<file path="config.mk">
export PLATFORM = sky130hd
export DESIGN_NAME = instr_split_queue
export DESIGN_NICKNAME = d
export VERILOG_FILES = /design/src/rtl/instr_split_queue.sv
export SDC_FILE = /design/constraint.sdc
export NUM_CORES = 1
export LEC_CHECK = 0
export ABC_AREA = 1
export CORE_MARGIN = 4
export CORE_UTILIZATION = 45
export CTS_CLUSTER_DIAMETER = 120
export DETAILED_ROUTE_END_ITERATION = 10
export DONT_BUFFER_PORTS = 1
export GPL_TIMING_DRIVEN = 0
export PLACE_DENSITY = 0.64
export SYNTH_ARGS = -nofsm -noshare
export SYNTH_HDL_FRONTEND = slang
export SYNTH_SLANG_ARGS = --single-unit
</file>
<file path="constraint.sdc">
create_clock -name clk -period 5.2 [get_ports clk]
set_input_delay 1.04 -clock clk [delete_from_list [all_inputs] [get_ports clk]]
set_output_delay 1.04 -clock clk [all_outputs]
set_load 0.01 [all_outputs]
</file>
<file path="src/rtl/instr_split_queue.sv">
// rtl/instr_split_queue.sv - fetch-to-decode FIFO presenting the head entry split into MIPS fields
// Optional imm32_s/imm32_z outputs when INSTR_SPLIT_EXT_EN is defined.
module instr_split_queue #(
   parameter int DEPTH = 4,
   parameter int PC_W  = 32,
   localparam int CW   = $clog2(DEPTH + 1)
) (
   input  logic            clk,
   input  logic            reset,
   input  logic            in_valid,
   output logic            in_ready,
   input  logic [31:0]     in_instr,
   input  logic [PC_W-1:0] in_pc,
   input  logic            flush,
   output logic            out_valid,
   input  logic            out_ready,
   output logic [PC_W-1:0] out_pc,
   output logic [31:0]     out_instr,
   output logic [5:0]      op,
   output logic [4:0]      rs,
   output logic [4:0]      rt,
   output logic [4:0]      rd,
   output logic [4:0]      shamt,
   output logic [5:0]      func,
   output logic [15:0]     imm16,
   output logic [25:0]     imm26,
`ifdef INSTR_SPLIT_EXT_EN
   output logic [31:0]     imm32_s,
   output logic [31:0]     imm32_z,
`endif
   output logic [CW-1:0]   count
);

   localparam int PW = $clog2(DEPTH);

   logic [PW-1:0]   wr_ptr_q, wr_ptr_d;
   logic [PW-1:0]   rd_ptr_q, rd_ptr_d;
   logic [CW-1:0]   count_q, count_d;
   logic [PC_W-1:0] pc_mem    [DEPTH];
   logic [31:0]     instr_mem [DEPTH];
   logic            push, pop;

   // Explicit wrap so that non-power-of-2 depths work.
   function automatic logic [PW-1:0] ptr_inc(input logic [PW-1:0] p);
      return (p == PW'(DEPTH - 1)) ? '0 : p + 1'b1;
   endfunction

   assign in_ready  = (count_q != CW'(DEPTH));
   assign out_valid = (count_q != '0);
   assign push      = in_valid & in_ready;
   assign pop       = out_valid & out_ready;
   assign count     = count_q;

   always_comb begin
      wr_ptr_d = wr_ptr_q;
      rd_ptr_d = rd_ptr_q;
      count_d  = count_q;
      if (flush) begin
         wr_ptr_d = '0;
         rd_ptr_d = '0;
         count_d  = '0;
      end else begin
         if (push) wr_ptr_d = ptr_inc(wr_ptr_q);
         if (pop)  rd_ptr_d = ptr_inc(rd_ptr_q);
         case ({push, pop})
            2'b10:   count_d = count_q + 1'b1;
            2'b01:   count_d = count_q - 1'b1;
            default: count_d = count_q;
         endcase
      end
   end

   always_ff @(posedge clk or negedge reset) begin
      if (!reset) begin
         wr_ptr_q <= '0;
         rd_ptr_q <= '0;
         count_q  <= '0;
      end else begin
         wr_ptr_q <= wr_ptr_d;
         rd_ptr_q <= rd_ptr_d;
         count_q  <= count_d;
      end
   end

   // Storage is deliberately left unreset; out_valid masks stale contents.
   always_ff @(posedge clk) begin
      if (push && !flush) begin
         pc_mem[wr_ptr_q]    <= in_pc;
         instr_mem[wr_ptr_q] <= in_instr;
      end
   end

   assign out_pc    = out_valid ? pc_mem[rd_ptr_q]    : '0;
   assign out_instr = out_valid ? instr_mem[rd_ptr_q] : '0;

   assign op    = out_instr[31:26];
   assign rs    = out_instr[25:21];
   assign rt    = out_instr[20:16];
   assign rd    = out_instr[15:11];
   assign shamt = out_instr[10:6];
   assign func  = out_instr[5:0];
   assign imm16 = out_instr[15:0];
   assign imm26 = out_instr[25:0];

`ifdef INSTR_SPLIT_EXT_EN
   assign imm32_s = {{16{out_instr[15]}}, out_instr[15:0]};
   assign imm32_z = {16'h0000, out_instr[15:0]};
`endif

endmodule

</file>
=== After elaboration in Yosys (flattened, before gate mapping) ===
Memories as Yosys holds them, arrays and structs flattened.
Cells that the tools add are included.

* $add $sub $neg: 4
* Equal/unequal tests: 5
* Multiplexer cells: 12
* Bitwise gates (word level): 2
* Reduce and logical (&&, ||, !) cells: 6

{| class="wikitable"
|+ Operator list
! kind !! count
|-
| 32-bit 2-to-1 mux || 2
|-
| 2-bit 2-to-1 mux || 6
|-
| 2-bit == test (second input constant) || 3
|-
| 3-bit one-hot mux with 2 select lines || 1
|-
| 3-bit nonzero test || 2
|-
| 2-bit by 1-bit adder with 2-bit output (second input constant) || 2
|-
| 2-bit nonzero test || 2
|-
| 3-bit by 1-bit adder with 3-bit output (second input constant) || 1
|-
| 3-bit 2-to-1 mux || 1
|-
| 3-bit != test (second input constant) || 1
|-
| 3-bit by 1-bit subtractor with 3-bit output (second input constant) || 1
|-
| 1-bit AND || 2
|-
| 2-bit by 1-bit == test with 1-bit output (second input constant) || 1
|-
| 1-bit 2-to-1 mux || 2
|-
| 1-bit logical AND || 1
|-
| 1-bit logical NOT || 1
|}

* Register bits: 7
* Bits in writable memories: 256
* Bits of input ports: 69
* Output and inout bits: 143
* Word-level logic and storage cells: 34
* Memories kept: 2

{| class="wikitable"
|+ Memory list
! name !! words !! bits a word !! read ports !! clocked after Yosys merged registers in !! write ports !! line !! RTL
|-
| instr_mem || 4 || 32 || 1 || 0 || 1 || 40 || <nowiki>logic [31:0] instr_mem [DEPTH];</nowiki>
|-
| pc_mem || 4 || 32 || 1 || 0 || 1 || 39 || <nowiki>logic [PC_W-1:0] pc_mem [DEPTH];</nowiki>
|}

=== Logic depth before layout (Yosys ltp) ===
* Depth in word-level cells: 5
* Gate-level depth with buffers: 12
* Mapped depth without buffers: 12

=== Worst setup path after synthesis ===
OpenSTA, ideal clock, no wires.

* Kind: input -> register
* Start: input flush
* End: memory instr_mem[0][0] (enable)
* Library setup time: 0.486 ns
* Arrival: 4.005 ns
* Required time: 4.714 ns
* Setup slack: 0.708 ns
* Cell stages on the path: 3
* Buffers on the path: 0
* Path through: inv_1 > nand2_1 > nor2_1

* Cells in the longest elaborated chain, start to end: 4

{| class="wikitable"
|+ RTL lines
! item !! line !! RTL
|-
| from (decl) || 14 || <nowiki>input logic flush,</nowiki>
|-
| 1-bit logical NOT || 87 || <nowiki>if (push && !flush) begin</nowiki>
|-
| 1-bit logical AND || 87 ||
|-
| 1-bit 2-to-1 mux || 87 ||
|-
| 1-bit 2-to-1 mux (not written as such) || 89 || <nowiki>instr_mem[wr_ptr_q] <= in_instr;</nowiki>
|-
| to (decl) || 40 ||
|}

No other way between the ends.

=== Worst setup path in the final report ===
* Start: register rd_ptr_q[0]
* End: output imm26[2]

* Cells in the longest elaborated chain, start to end: 2

{| class="wikitable"
|+ RTL lines
! item !! line !! RTL
|-
| from (decl) || 37 || <nowiki>logic [PW-1:0] rd_ptr_q, rd_ptr_d;</nowiki>
|-
| from (signal assigned) || 80 || <nowiki>rd_ptr_q <= rd_ptr_d;</nowiki>
|-
| memory read 4 x 32 bit || n/a ||
|-
| 32-bit 2-to-1 mux || 94 || <nowiki>assign out_instr = out_valid ? instr_mem[rd_ptr_q] : '0;</nowiki>
|-
| to (decl) || 26 || <nowiki>output logic [25:0] imm26,</nowiki>
|}

No other way between the ends.

==> results.json <==
{
  "cts_repair_resizes": 0,
  "worst_pin_slew_ns": 0.860,
  "fin_hold_ws_ns": 0.211,
  "mappedNetlistNets": 968,
  "cts_num_sinks": 263,
  "synth-xor-area-share_pct": 0.0801,
  "synth-seq-cells": 263,
  "status": "finished clean",
  "area_taken_by_flip_flops_and_latches_um2": 7860,
  "yosys.area_share.adder_pct": 0.755,
  "timing.clock.skew_ns": 0.00844,
  "std_cell_rows": 56,
  "core-area_um2": 23700,
  "place.detailed.hpwl_um": 15500,
  "design.final.nets": 1005,
  "grt_antenna_before_repair": 0,
  "cts_htree_levels": 1,
  "drt_pre_antenna_iters": 6,
  "yosys_warnings": 0,
  "dp.cells": 1220,
  "grt_overflow_total": 0,
  "grt_setup_unrepaired": "false",
  "area_delta_synth_final_pct": 13.1,
  "grtUsageTotal_pct": 17.5,
  "detail_route.wl_per_cell_um": 19.2,
  "pre_cts_ws_ns": 1.82,
  "grt_pass1_vias": 6345,
  "leakagePower_nw": 4.36,
  "vias_per_cell": 5.12,
  "synthCells": 893,
  "final_layout_size_suffix_gt1_share_pct": 16.4,
  "synth_compound_area_share_pct": 9.03,
  "critical_path_class": "reg2out",
  "worst-path-buf-inv": 4,
  "drv_cap": 0,
  "fp.dieH_um": 164,
  "count_of_pins_on_the_block_boundary": 212,
  "post_cts.repair.setup_buffers": 0,
  "detail-route-antenna-nets": 0,
  "synth_cell_type_count": 24,
  "synthesis.area_um2": 10900,
  "setup.worst_path.start_class": "register",
  "layout.core_utilization_pct": 52.2,
  "start_util_pct": 46.2,
  "clk-insertion-delay-late_ns": 0.52,
  "yosys-mux-area-fraction_pct": 0,
  "post-route-min-period_ns": 3.84,
  "pwr_density_cell_nw_per_um2": 570,
  "detail_route.iter0.violations": 379,
  "post-layout-total-power_mw": 7.04,
  "routability_congestion_estimate_from_global_placement": 0.748,
  "layout_setup_ws_ns": 1.36,
  "timing.final.hold_violations": 0,
  "routed_wirelength_um": 24300,
  "highest_net_fanout_along_the_worst_path": 10,
  "clock.fmax_mhz": 261,
  "max-vdd-ir-drop_mv": 0.291,
  "critical-path-top-delay-family": "buffers and inverters",
  "setup_violations": 0,
  "cts_tree": "built",
  "multi_input_comb_area_um2": 2210,
  "timing.final.max_slew_violations": 0,
  "cts_buffer_depth": 3,
  "arrival_time_at_the_worst_endpoint_ns": 2.80,
  "worstHoldPathType": "in2async",
  "clkSlewWorstSetupHoldPaths_ns": 0.06,
  "layout.filler_cells": 1979,
  "yosys.area_share.simple_pct": 10.1,
  "die-area_um2": 26900,
  "fp.dieW_um": 164,
  "io_buffers": 0,
  "layout.cells.non_filler": 1267,
  "worst_ep_required_time_ns": 4.16,
  "cts_buffer_count": 27,
  "drc": 0,
  "worst_path_max_delay_cell": "a21oi_1",
  "grt_max_degree": 27,
  "antenna-diode-count": 0,
  "layout_worst_path_cycle_share_pct": 73.8,
  "grt_pass1_wl_um": 35900,
  "combinational_family_with_the_most_area_after_synthesis": "simple AND/OR/NAND/NOR gates",
  "cts-hold-fix-buffers": 0,
  "slew_headroom_pct": 42.5,
  "vias": 6485,
  "cp_cell_sequence": "inv_2 -> buf_2 -> clkbuf_1 -> o21ai_0 -> a21oi_1 -> buf_4",
  "syn_avg_cell_area_um2": 12.2,
  "synth.yosys.seq_area_share_pct": 71.9,
  "cp_slowest_stage_delay_ns": 0.59,
  "endpoint_kind": "output port",
  "cts_root_buffer": "clkbuf_16"
}
## flip-flops by register name, indices dropped and copies added (netlist names)
| register | count |
|---|---|
| pc_mem | 128 |
| wr_ptr_q | 2 |
| count | 3 |
| rd_ptr_q | 2 |
| instr_mem | 128 |
## per-layer routing
metal  share of wire (%)  track usage [%]  routed length (um)
met1                  39             21.3                9540
met2                  50             30.3               12200
met3                 9.3             5.77                2250
met4                 1.3             4.42                 316
met5                   0                0                   0
## stage by stage
stage,TNS (ns),area (um^2)
after floorplan,0,10900
after global placement,-405.86,11300
after detailed placement,0,11500
after CTS,0,12400
after global routing,0,12400
final,0,12400
## cell families after synthesis
family,Yosys count
and+or+nand+nor,289
DFF,263
AOI/OAI and AO/OA,197
buffers and inverters,137
adders and majority gates,6
xor gates and xnor gates,1
## Yosys cell counts
| master | n | area, um^2 |
|---|---|---|
| a21oi_1 | 65 | 325 |
| buf_1 | 10 | 37.5 |
| buf_2 | 12 | 60.1 |
| buf_4 | 77 | 578 |
| buf_6 | 10 | 113 |
| clkbuf_1 | 12 | 45.0 |
| clkbuf_2 | 1 | 5.00 |
| dfrtp_1 | 7 | 175 |
| edfxtp_1 | 256 | 7690 |
| fa_1 | 1 | 20.0 |
| ha_1 | 5 | 62.6 |
| inv_1 | 13 | 48.8 |
| inv_2 | 2 | 7.51 |
| nand2_1 | 19 | 71.3 |
| nand2_2 | 1 | 6.26 |
| nand3_1 | 5 | 25.0 |
| nand3b_1 | 1 | 7.51 |
| nor2_1 | 261 | 980 |
| nor2_2 | 1 | 6.26 |
| nor3_1 | 1 | 5.00 |
| o21ai_0 | 129 | 646 |
| o21ai_1 | 2 | 10.0 |
| o22ai_1 | 1 | 6.26 |
| xnor2_1 | 1 | 8.76 |
## worst paths after layout
check	start	to	slack [ns]	cells after the start
max	rd_ptr_q[0]	imm26[2]	1.36	6
min	reset	count[1]	0.21	0
max reg2reg	count[0]	pc_mem[3][25]	2.54	8
min reg2reg	count[1]	count[1]	0.63	2
max in group asynchronous	reset	wr_ptr_q[1]	4.92	0
min in group clk	in_instr[10]	instr_mem[2][10]	0.61	0
## worst register-to-register path, stage by stage (launching register included)
cell and delay (ns):
dfrtp_1 0.48, nor2_1 0.12, nand2_1 0.15, nand2_2 0.10, inv_1 0.11, nand2_1 0.24
nor2_4 0.64, buf_12 0.28, buf_12 0.23
## power breakdown
part           switching [mW]  internal (mW)  total, mW
Sequential             0.0480           2.46       2.51
Clock                   0.740           1.05       1.79
Combinational            1.80          0.942       2.74
Total                    2.59           4.45       7.04
## cells in the final DEF, fill, tap and decap left out, drive strengths merged
cell type and instances:
nor3 1, fa 1, clkinv 8, dfrtp 7, bufinv 1, clkbuf 49
nand3b 1, nor2 262, nand2 20, edfxtp 256, nand3 5, o22ai 1
xnor2 1, inv 16, ha 5, buf 117, a21oi 65, clkinvlp 1
o21ai 131
## area by class of cell
| type | count | share of cell area [%] |
|---|---|---|
| inverters | 15 | 0.455 |
| clock buffers | 36 | 6.06 |
| flip-flops and latches | 263 | 63.6 |
| well taps | 319 | 3.23 |
| plain buffers | 122 | 6.78 |
| multi-input cells | 493 | 17.9 |
| repair buffers | 8 | 1.36 |
| clock inverters | 11 | 0.668 |
No activity file was read; power rests on OpenSTA's default activity.
